===== src/rtl/mem_pkg.sv =====
// Shared types and defaults for the data memory arbiter slice.
package mem_pkg;

  localparam int ADDR_W_DEF = 8;
  localparam int DATA_W_DEF = 16;

  // Which requester (if any) owns the read data returning this cycle.
  typedef enum logic [1:0] {
    OWN_NONE = 2'd0,
    OWN_CPU  = 2'd1,
    OWN_DBG  = 2'd2
  } owner_e;

  // One memory request as presented by either requester.
  typedef struct packed {
    logic                  we;
    logic [ADDR_W_DEF-1:0] addr;
    logic [DATA_W_DEF-1:0] wdata;
  } mem_req_t;

endpackage


===== src/rtl/starve_counter.sv =====
// Saturating wait counter; full tells the arbiter the debug port has waited long enough.
module starve_counter #(
  parameter int MAX = 4,
  parameter int W   = 4
) (
  input  logic CLK,
  input  logic rst,
  input  logic inc,
  input  logic clr,
  output logic full
);

  logic [W-1:0] cnt;

  // Clear dominates increment; increment stops once the limit is reached.
  always_ff @(posedge CLK) begin
    if (!rst) begin
      cnt <= '0;
    end else if (clr) begin
      cnt <= '0;
    end else if (inc && (cnt != W'(MAX))) begin
      cnt <= cnt + W'(1);
    end
  end

  assign full = (cnt == W'(MAX));

endmodule


===== src/rtl/data_mem_arbiter.sv =====
// Shares the single-port data memory between the CPU memory stage and the debug port.
// CPU has fixed priority; the debug port is forced through after STARVE_MAX lost cycles.
module data_mem_arbiter
  import mem_pkg::*;
#(
  parameter int ADDR_W     = ADDR_W_DEF,
  parameter int DATA_W     = DATA_W_DEF,
  parameter int STARVE_MAX = 4
) (
  input  logic              CLK,
  input  logic              rst,
  input  logic              cpu_req,
  input  logic              cpu_we,
  input  logic [ADDR_W-1:0] cpu_addr,
  input  logic [DATA_W-1:0] cpu_wdata,
  input  logic              dbg_req,
  input  logic              dbg_we,
  input  logic [ADDR_W-1:0] dbg_addr,
  input  logic [DATA_W-1:0] dbg_wdata,
  output logic              cpu_gnt,
  output logic              dbg_gnt,
  output logic              cpu_stall,
  output logic              cpu_rvalid,
  output logic              dbg_rvalid,
  output logic [DATA_W-1:0] cpu_rdata,
  output logic [DATA_W-1:0] dbg_rdata,
  output logic              mem_en,
  output logic              mem_we,
  output logic [ADDR_W-1:0] mem_addr,
  output logic [DATA_W-1:0] mem_wdata,
  input  logic [DATA_W-1:0] mem_rdata
);

  logic   starve_full;
  owner_e rd_owner;

  // Debug waits while the CPU is busy, so it counts while requesting but not granted.
  starve_counter #(
    .MAX (STARVE_MAX),
    .W   (4)
  ) u_dbg_starve (
    .CLK  (CLK),
    .rst  (rst),
    .inc  (dbg_req & ~dbg_gnt),
    .clr  (dbg_gnt | ~dbg_req),
    .full (starve_full)
  );

  // Grant decision; nothing is granted while reset is held.
  always_comb begin
    dbg_gnt = rst & dbg_req & (starve_full | ~cpu_req);
    cpu_gnt = rst & cpu_req & ~dbg_gnt;
  end

  assign cpu_stall = rst & cpu_req & ~cpu_gnt;
  assign mem_en    = cpu_gnt | dbg_gnt;

  // Steer the winner onto the memory port; idle cycles present a harmless read of 0.
  always_comb begin
    mem_we    = 1'b0;
    mem_addr  = '0;
    mem_wdata = '0;
    if (dbg_gnt) begin
      mem_we    = dbg_we;
      mem_addr  = dbg_addr;
      mem_wdata = dbg_wdata;
    end else if (cpu_gnt) begin
      mem_we    = cpu_we;
      mem_addr  = cpu_addr;
      mem_wdata = cpu_wdata;
    end
  end

  // Remember who issued this cycle's read so next cycle's memory output goes back to them.
  always_ff @(posedge CLK) begin
    if (!rst) begin
      rd_owner <= OWN_NONE;
    end else if (dbg_gnt && !dbg_we) begin
      rd_owner <= OWN_DBG;
    end else if (cpu_gnt && !cpu_we) begin
      rd_owner <= OWN_CPU;
    end else begin
      rd_owner <= OWN_NONE;
    end
  end

  // A reset arriving while read data is in flight kills the return immediately.
  always_comb begin
    cpu_rvalid = rst & (rd_owner == OWN_CPU);
    dbg_rvalid = rst & (rd_owner == OWN_DBG);
    cpu_rdata  = cpu_rvalid ? mem_rdata : '0;
    dbg_rdata  = dbg_rvalid ? mem_rdata : '0;
  end

endmodule


===== config.mk =====
export PLATFORM = sky130hd
export DESIGN_NAME = data_mem_arbiter
export DESIGN_NICKNAME = d
export VERILOG_FILES = /design/src/rtl/mem_pkg.sv /design/src/rtl/starve_counter.sv /design/src/rtl/data_mem_arbiter.sv
export SDC_FILE = /design/constraint.sdc
export NUM_CORES = 1
export LEC_CHECK = 0
export BUFFER_PORTS_ARGS = -buffer_cell sky130_fd_sc_hd__buf_4
export CAP_MARGIN = 20
export CORE_MARGIN = 10
export CORE_UTILIZATION = 30
export CTS_BUF_LIST = sky130_fd_sc_hd__clkbuf_16
export DETAILED_ROUTE_END_ITERATION = 10
export GPL_ROUTABILITY_DRIVEN = 0
export HOLD_SLACK_MARGIN = 0.02
export PLACE_DENSITY = 0.87
export SLEW_MARGIN = 5
export SYNTH_ARGS = -nofsm -noshare
export SYNTH_HDL_FRONTEND = slang
export SYNTH_SLANG_ARGS = --single-unit

===== constraint.sdc =====
create_clock -name CLK -period 2.25 [get_ports CLK]
set_input_delay 0.3375 -clock CLK [delete_from_list [all_inputs] [get_ports CLK]]
set_output_delay 0.3375 -clock CLK [all_outputs]
set_load 0.03 [all_outputs]

==> flow_summary.json, run 1 <==
{
  "cts.htree.levels": 1,
  "timing.final.setup_violations": 0,
  "netlist_area_sq_um": 789.5,
  "finClkSkew_ns": 0.00009698,
  "vdd.ir_drop.worst_mv": 0.3606,
  "synth_compound_gate_area_share": 0.3233,
  "cts.root.buffer_cell": "clkbuf_16",
  "row_count": 18,
  "final_nets": 300,
  "synth_top_area_cell": "and2_1",
  "main_combinational_cell_family_by_area_after_synthesis": "simple AND/OR/NAND/NOR gates",
  "grt_usage": 0.1681,
  "finalHoldViolCount": 0,
  "post_synth_xor_area_fraction": 0.02219,
  "cts_resized": 0,
  "max_slew_margin": 0.7241,
  "synth.area.mux_share": 0,
  "regArea_sq_um": 120.1,
  "first_pass_grt_wire_length_um": 6982,
  "port-buffer-count": 132,
  "setup_tns_ns": 0,
  "netlist-cell-type-count": 23,
  "cap_viol_max_count": 0,
  "synth_fp_nets": 168,
  "postSynthCellCount": 96,
  "antenna_cells": 0,
  "p_leak_nw": 1.038,
  "drc": 0,
  "worst_pin_slew_ns": 0.4138,
  "grt_pass1_vias": 1411,
  "period_minus_slack_ns": 2.109,
  "simple_gate_area_share_of_the_yosys_netlist": 0.3645,
  "worst_setup_path_end_kind": "primary output",
  "crit_share_post_route": 0.9374,
  "pin_count": 133,
  "critPathKind": "reg2out",
  "outcome": "completed",
  "hold_buffers": 0,
  "synthDominantCellAreaShare": 0.2615,
  "yosys-top-cells-count": "and2_1, a22o_1, dfxtp_1, inv_1, nor3_1",
  "sequentialPowerShare": 0.159,
  "dr_total_vias": 1235,
  "async_flop_share": 0,
  "synth.avg_cell_area_sq_um": 8.224,
  "placed_cell_area_sq_mm": 0.001772,
  "design.die.area_sq_mm": 0.005084,
  "synth.area.top_cells": "and2_1, a22o_1, dfxtp_1",
  "cts.repair_timing.setup_buffer_count": 0,
  "p_clk_frac": 0.410,
  "clock_path_buffers": 2,
  "detailed_place_hpwl_um": 4168,
  "die_h_um": 71.30,
  "pwr-share-comb": 0.431,
  "maximum_achievable_frequency_ghz": 0.4741,
  "synth-main-ff-cell": "dfxtp_1",
  "clock_input_transition_at_the_sequential_cells_of_the_worst_setup_and_hold_paths_ns": 0.03,
  "synth_fa_ha_area_frac": 0.03170,
  "area_growth_syn_to_layout_pct": 133.9,
  "powerDensity_mw_per_mm2": 377.5,
  "crit_path_start_kind": "flop",
  "detail_route.wirelength_um": 4654,
  "vias_per_cell": 4.824,
  "drt-initial-drc-count": 25,
  "area_of_the_multi_input_gates_sq_um": 585.6,
  "cts_bufs_inserted": 3,
  "seq_area_frac_synth": 0.1521,
  "initial_utilization": 0.3158,
  "post_route_ant_nets": 0,
  "clock_sink_count": 6,
  "switchingPower_uw": 207.9,
  "grt_max_degree": 29,
  "layout-drive-gt1-share": 0.6283,
  "detail_route.wl_per_cell_um": 18.18,
  "internal_power_uw": 489.2,
  "antenna_found_initial": 0,
  "synth_most_common_cell": "and2_1",
  "clock_latency_ns": 0.23,
  "hold_path_class": "in2reg",
  "cts_tree": "yes",
  "fp.coreArea_sq_mm": 0.002500,
  "synth_enable_flop_cells": 0,
  "yosys_warnings": 0,
  "drv_slew": 0,
  "grt_setup_unrepaired": "no",
  "p_sw_frac": 0.2983,
  "ys_seq_elements": 6,
  "peak_fanout_along_the_critical_path": 27,
  "worst_ep_arrival_time_ns": 1.77,
  "die_width_um": 71.30,
  "sum_of_overflow_across_all_layers_after_global_routing": 0,
  "final_design_area_no_fill_sq_mm": 0.001847,
  "cp_data_required_time_ns": 1.91,
  "fillerInstances": 185,
  "drtPass1Iterations": 4
}
## per-stage QoR
| stage | hold slack (ns) | util | cells | power [mW] | setup slack (ns) |
|---|---|---|---|---|---|
| finish | 0.2795 | 0.7387 | 256 | 0.6972 | 0.1408 |
| global route | 0.2875 | 0.7387 | 256 | 0.7299 | 0.02174 |
| CTS | 0.2811 | 0.7387 | 256 | 0.7046 | 0.1357 |
| detailed placement | 0.4868 | 0.7087 | 253 | 0.4157 | 0.3768 |
| global placement | 0.4678 | 0.7087 | 253 | 0.4102 | 0.4626 |
| floorplan | 0.4091 | - | 96 | 0.2539 | 0.4587 |
## cells by family after synthesis
logic type	after synthesis
compound gates	28
xor+xnor	2
fa+ha+maj	2
buf+inv	12
flops	6
simple gates	46
## power by group through the flow
stage               clock (mW)  combinational [mW]  sequential (mW)
floorplan                    0               0.142            0.112
global placement             0               0.298            0.112
detailed placement           0               0.304            0.112
CTS                      0.290               0.304            0.111
global route             0.299               0.320            0.111
finish                   0.286               0.301            0.111
## flip-flops by register name, indices dropped and copies added (netlist names)
signal,cells
rd_owner,2
u_dbg_starve.cnt,4
## placed cells by master, fill, tap and decap left out
master / netlist / final
o21a_1: 1 / 1
xor2_1: 1 / 1
nor2b_1: 2 / 2
nor2_1: 1 / 1
a22o_1: 23 / 23
nand3_1: 1 / 1
xnor2_1: 1 / 1
and3b_1: 1 / 1
a22o_2: 2 / 2
buf_4: 2 / 135
inv_1: 4 / 4
a21oi_4: 1 / 1
dfxtp_1: 6 / 6
nand3b_4: 1 / 1
nand2_1: 3 / 3
ha_1: 2 / 2
clkbuf_16: 0 / 3
nor3_1: 4 / 4
o211a_1: 1 / 1
and2_1: 33 / 33
## final timing paths
check	endpoint	slack [ns]	cells past startpoint	startpoint
worst max register to register	rd_owner[0]	0.84	6	u_dbg_starve.cnt[0]
worst min-delay path	rd_owner[0]	0.28	2	cpu_we
worst min register to register	u_dbg_starve.cnt[0]	0.49	1	u_dbg_starve.cnt[0]
worst max-delay path	mem_we	0.14	7	u_dbg_starve.cnt[0]
## critical path: stages (launching register included)
cell and delay [ns]:
dfxtp_1 0.33, inv_1 0.07, ha_1 0.19, nand3b_4 0.11, o211a_1 0.23, buf_4 0.22, a22o_2 0.23, buf_4 0.16
## layer usage
| layer | part of all wire | wire length [um] | up-vias | GRT usage |
|---|---|---|---|---|
| met5 | 0 | 0 | - | 0 |
| met4 | 0.023 | 105 | 0 | 0.06237 |
| met3 | 0.20 | 920 | 8 | 0.1295 |
| met2 | 0.45 | 2090 | 110 | 0.2873 |
| met1 | 0.33 | 1538 | 518 | 0.1464 |
| li1 | - | - | 599 | - |
## area by class of cell
class | instances | area share
Clock buffer | 3 | 0.04065
Timing Repair Buffer | 135 | 0.5488
Inverter | 4 | 0.008130
Sequential cell | 6 | 0.06504
Tap cell | 30 | 0.02033
Multi-Input combinational cell | 78 | 0.3171
Power figures use the tool's default switching activity.
==> run 2: changes to the inputs <==
- ABC_AREA: not set -> 1
- CORE_UTILIZATION: 30 -> 32
==> run 2 against run 1 <==
Effect of this change: sequential power hardly changed; sequential cell count is the same; setup slack better by 0.065 ns; clock power about the same; critical path depth increased by 3; final cell count grew 32%; fmax is 3.2% higher; final area is 4.5% higher; critical path type unchanged; largest power group unchanged; highest routed layer unchanged.
==> flow_summary.json, run 2 <==
{
  "outcome": "completed",
  "timing.reg2reg.worst_path_depth": 7,
  "pin_count": 133,
  "drtPass1Iterations": 4,
  "peak_fanout_along_the_critical_path": 25,
  "cts.htree.levels": 1,
  "vias_per_cell": 4.298,
  "die_h_um": 72.65,
  "finalWorstSetupSlack_ns": 0.2056,
  "critPathKind": "reg2out",
  "crit_share_post_route": 0.9086,
  "clock_input_transition_at_the_sequential_cells_of_the_worst_setup_and_hold_paths_ns": 0.03,
  "worst_setup_path_end_kind": "primary output",
  "clock_latency_ns": 0.23,
  "synth_most_common_cell": "nand2_1",
  "cp_data_required_time_ns": 1.91,
  "cts_resized": 0,
  "yosys_warnings": 0,
  "setup_tns_ns": 0,
  "synth_enable_flop_cells": 0,
  "first_pass_grt_wire_length_um": 6720,
  "finClkSkew_ns": 0.0009857,
  "die_width_um": 72.65,
  "drv_slew": 0,
  "cp_slowest_cell": "dfxtp_1",
  "synthDominantCellAreaShare": 0.3554,
  "fillerInstances": 245,
  "cts.repair_timing.setup_buffer_count": 0,
  "seq_area_frac_synth": 0.1354,
  "grt_pass1_vias": 1470,
  "ys_seq_elements": 6,
  "cts_tree": "yes",
  "row_count": 19,
  "port-buffer-count": 132,
  "detail_route.wirelength_um": 4485,
  "grt_setup_unrepaired": "no",
  "synth.avg_cell_area_sq_um": 4.956,
  "detail_route.wl_per_cell_um": 13.23,
  "max_slew_margin": 0.5855,
  "worst_r2r_startpoint": "u_dbg_starve.cnt[0]",
  "synth.area.top_cells": "nand2_1, nor2_1, dfxtp_1",
  "largest_register": "u_dbg_starve.cnt",
  "place_ws_ns": 0.4538,
  "timing.final.setup_violations": 0,
  "drt-initial-drc-count": 52,
  "mostFrequentLayoutCells": "buf_4, nand2_1, nor2_1, inv_1, dfxtp_1",
  "p_leak_nw": 1.275,
  "drc": 0,
  "cap_viol_max_count": 0,
  "grt_max_degree": 27,
  "fp.coreArea_sq_mm": 0.002710,
  "worst_path_dominant_cell_family": "simple AND/OR/NAND/NOR gates",
  "design.die.area_sq_mm": 0.005278,
  "vdd.ir_drop.worst_mv": 0.3801,
  "cell_chain_of_the_critical_path": "inv_1 > ha_1 > nand3_2 > nand2_2 > nand2_4 > nand2_4 > inv_4 > nand2_1 > nand2_1 > buf_4",
  "sum_of_overflow_across_all_layers_after_global_routing": 0,
  "async_flop_share": 0,
  "worst_path_largest_cell_delay_ns": 0.37,
  "final_nets": 382,
  "worst_pin_slew_ns": 0.6200,
  "period_minus_slack_ns": 2.044,
  "crit_path_end": "mem_addr[7]",
  "antenna_cells": 0,
  "postSynthCellCount": 179,
  "crit_path_start_kind": "flop",
  "totalPowerFinal_uw": 703.4,
  "grt_usage": 0.1561,
  "powerDensity_mw_per_mm2": 364.3,
  "timing.reg2reg.setup_slack_ns": 0.86,
  "final_common_cell": "buf_4",
  "critical_path_source": "u_dbg_starve.cnt[0]",
  "path_depth": 10,
  "critical_path_buf_inv_count": 3,
  "hold_buffers": 0,
  "maximum_achievable_frequency_ghz": 0.4891,
  "cts_bufs_inserted": 3,
  "antenna_found_initial": 0,
  "worst_ep_arrival_time_ns": 1.71,
  "netlist_area_sq_um": 887.1,
  "cts.root.buffer_cell": "clkbuf_16",
  "whs_ns": 0.2778,
  "netlist-cell-type-count": 19,
  "clock_path_buffers": 2,
  "detailed_place_hpwl_um": 3973,
  "dr_total_vias": 1457,
  "post_route_ant_nets": 0,
  "top_regs": "u_dbg_starve.cnt: 4 flops, rd_owner: 2 flops",
  "final_design_area_no_fill_sq_mm": 0.001931,
  "largest_reg_flops": 4,
  "yosys-top-cells-count": "nand2_1, nor2_1, inv_1, dfxtp_1, buf_6",
  "r2r_end": "u_dbg_starve.cnt[2]",
  "area_growth_syn_to_layout_pct": 117.6,
  "layout-drive-gt1-share": 0.4708,
  "initial_utilization": 0.3273,
  "placed_cell_area_sq_mm": 0.001856,
  "synth_top_area_cell": "nand2_1",
  "hold_path_class": "in2reg",
  "synth_fp_nets": 251,
  "finalHoldViolCount": 0,
  "synth-main-ff-cell": "dfxtp_1",
  "clock_sink_count": 6
}
[run 2: worst min path at each step]
stage | from | to | cells after the start
CTS | cpu_we | rd_owner[0] | 2
global placement | u_dbg_starve.cnt[3] | u_dbg_starve.cnt[3] | 2
global route | dbg_we | rd_owner[1] | 2
detailed placement | u_dbg_starve.cnt[3] | u_dbg_starve.cnt[3] | 2
floorplan | cpu_we | rd_owner[0] | 1
finish | cpu_we | rd_owner[0] | 2
[run 2: logic make-up after synthesis]
| logic type | Yosys count | share of synthesized area |
|---|---|---|
| AOI/OAI and AO/OA | 6 | 0.03949 |
| xor gates and xnor gates | 2 | 0.01975 |
| adders and majority gates | 2 | 0.02820 |
| buffers and inverters | 37 | 0.2059 |
| DFF | 6 | 0.1354 |
| and+or+nand+nor | 126 | 0.5712 |
[run 2: metal layers]
layer,track usage,vias to the layer above,share of wire
li1,-,773,-
met5,0,-,0
met2,0.2592,99,0.44
met4,0.04430,0,0.014
met3,0.1007,7,0.16
met1,0.1577,578,0.38
[run 2: through the flow]
stage / utilization / cells
floorplan: - / 179
global placement: 0.6847 / 336
detailed placement: 0.6847 / 336
CTS: 0.7124 / 339
global route: 0.7124 / 339
finish: 0.7124 / 339
[run 2: where the power goes]
part           internal [mW]  leakage (nW)  switching [mW]
sequential             0.109        0.0487         0.00156
combinational          0.143          1.19           0.165
clock                  0.228        0.0370          0.0572
total                  0.480          1.27           0.224
[run 2: final cells by class]
class	instances	area [sq um]	area share
inverter	31	121.4	0.06286
clock buffer	3	75.07	0.03889
multi-input combinational	136	584.3	0.3027
timing repair buffer	132	991.0	0.5133
tap	31	38.79	0.02009
sequential	6	120.1	0.06222
==> run 3: changes to the inputs <==
- clock period: 2.25 -> 2.5 ns (I/O delays scaled with it)
==> run 3 against run 2 <==
Effect of this change: die area unchanged; critical endpoint unchanged; setup slack better by 0.19 ns; clock-buffer cell count unchanged; register-to-register slack better by 0.23 ns; largest power group unchanged; sequential share of layout area unchanged; wire length up 2.7%; clock power down 9.5%.
==> flow_summary.json, run 3 (same netlist as run 2, synthesis figures left out) <==
{
  "drv_slew": 0,
  "finClkSkew_ns": 0.001399,
  "drtPass1Iterations": 4,
  "top_regs": "u_dbg_starve.cnt: 4 flops, rd_owner: 2 flops",
  "die_h_um": 72.65,
  "grt_usage": 0.1597,
  "cts.repair_timing.setup_buffer_count": 0,
  "antenna_found_initial": 0,
  "dr_total_vias": 1489,
  "detail_route.wl_per_cell_um": 13.59,
  "peak_fanout_along_the_critical_path": 25,
  "hold_path_class": "in2reg",
  "cap_viol_max_count": 0,
  "row_count": 19,
  "timing.final.setup_violations": 0,
  "die_width_um": 72.65,
  "worst_pin_slew_ns": 0.6317,
  "first_pass_grt_wire_length_um": 6969,
  "worst_ep_arrival_time_ns": 1.73,
  "cts_bufs_inserted": 3,
  "clock_input_transition_at_the_sequential_cells_of_the_worst_setup_and_hold_paths_ns": 0.03,
  "place_ws_ns": 0.6550,
  "cts.htree.levels": 1,
  "antenna_cells": 0,
  "hold_buffers": 0,
  "finalWorstSetupSlack_ns": 0.3938,
  "mostFrequentLayoutCells": "buf_4, nand2_1, nor2_1, inv_1, dfxtp_1",
  "vias_per_cell": 4.392,
  "layout-drive-gt1-share": 0.4708,
  "powerDensity_mw_per_mm2": 329.1,
  "drc": 0,
  "clock_path_buffers": 2,
  "fp.coreArea_sq_mm": 0.002710,
  "post_route_ant_nets": 0,
  "whs_ns": 0.3149,
  "crit_path_start_kind": "flop",
  "p_leak_nw": 1.275,
  "clock_sink_count": 6,
  "critPathKind": "reg2out",
  "grt_max_degree": 27,
  "final_design_area_no_fill_sq_mm": 0.001931,
  "outcome": "completed",
  "grt_pass1_vias": 1499,
  "port-buffer-count": 132,
  "final_nets": 382,
  "design.die.area_sq_mm": 0.005278,
  "largest_reg_flops": 4,
  "period_minus_slack_ns": 2.106,
  "largest_register": "u_dbg_starve.cnt",
  "grt_setup_unrepaired": "no",
  "totalPowerFinal_uw": 635.3,
  "fillerInstances": 233,
  "drt-initial-drc-count": 38,
  "maximum_achievable_frequency_ghz": 0.4748,
  "timing.reg2reg.setup_slack_ns": 1.09,
  "vdd.ir_drop.worst_mv": 0.3813,
  "sum_of_overflow_across_all_layers_after_global_routing": 0,
  "crit_share_post_route": 0.8425,
  "final_common_cell": "buf_4",
  "detail_route.wirelength_um": 4606,
  "finalHoldViolCount": 0,
  "max_slew_margin": 0.5777,
  "initial_utilization": 0.3273,
  "pin_count": 133,
  "cts_tree": "yes",
  "area_growth_syn_to_layout_pct": 117.6,
  "placed_cell_area_sq_mm": 0.001856,
  "cp_data_required_time_ns": 2.12,
  "setup_tns_ns": 0,
  "cts_resized": 0,
  "detailed_place_hpwl_um": 3947,
  "worst_setup_path_end_kind": "primary output",
  "cts.root.buffer_cell": "clkbuf_16",
  "clock_latency_ns": 0.23
}
==> run 3: cell counts in the layout (fill, tap and decap cells not counted) <==
Identical to the previous run, type by type.
==> run 3: worst max-delay path, stage by stage, from the launching register on <==
cell and delay [ns]:
dfxtp_1 0.37, inv_1 0.09, ha_1 0.21, nand3_2 0.10, nand2_2 0.07, nand2_4 0.10
nand2_4 0.06, inv_4 0.19, nand2_1 0.09, nand2_1 0.08, buf_4 0.16
==> run 3: area by class of cell <==
cell class / count / area, sq um / area share
timing repair buffer: 132 / 991.0 / 0.5133
multi-input combinational: 136 / 584.3 / 0.3027
inverter: 31 / 121.4 / 0.06286
sequential: 6 / 120.1 / 0.06222
clock buffer: 3 / 75.07 / 0.03889
tap: 31 / 38.79 / 0.02009
==> run 3: per-layer routing <==
layer  wire (um)  vias up  GRT usage  share of wire
met1        1798      604     0.1696           0.39
met3         718        7    0.08707           0.16
li1            -      776          -              -
met2        2020      102     0.2649           0.44
met5           0        -          0              0
met4          69        0    0.04852          0.015
==> run 3: metrics by stage <==
stage                       util  instances
after global routing      0.7124        339
after floorplan                -        179
after detailed placement  0.6847        336
after global placement    0.6847        336
final                     0.7124        339
after CTS                 0.7124        339
==> run 3: worst paths after layout <==
path	startpoint	end	cells past startpoint
max	u_dbg_starve.cnt[0]	mem_addr[7]	10
min	cpu_we	rd_owner[0]	2
max reg2reg	u_dbg_starve.cnt[0]	u_dbg_starve.cnt[2]	7
min reg2reg	u_dbg_starve.cnt[3]	u_dbg_starve.cnt[3]	2
==> run 3: power breakdown <==
group	total [mW]	switching [mW]	internal (mW)
registers	0.0999	0.00143	0.0985
logic	0.278	0.149	0.128
clock network	0.258	0.0524	0.205
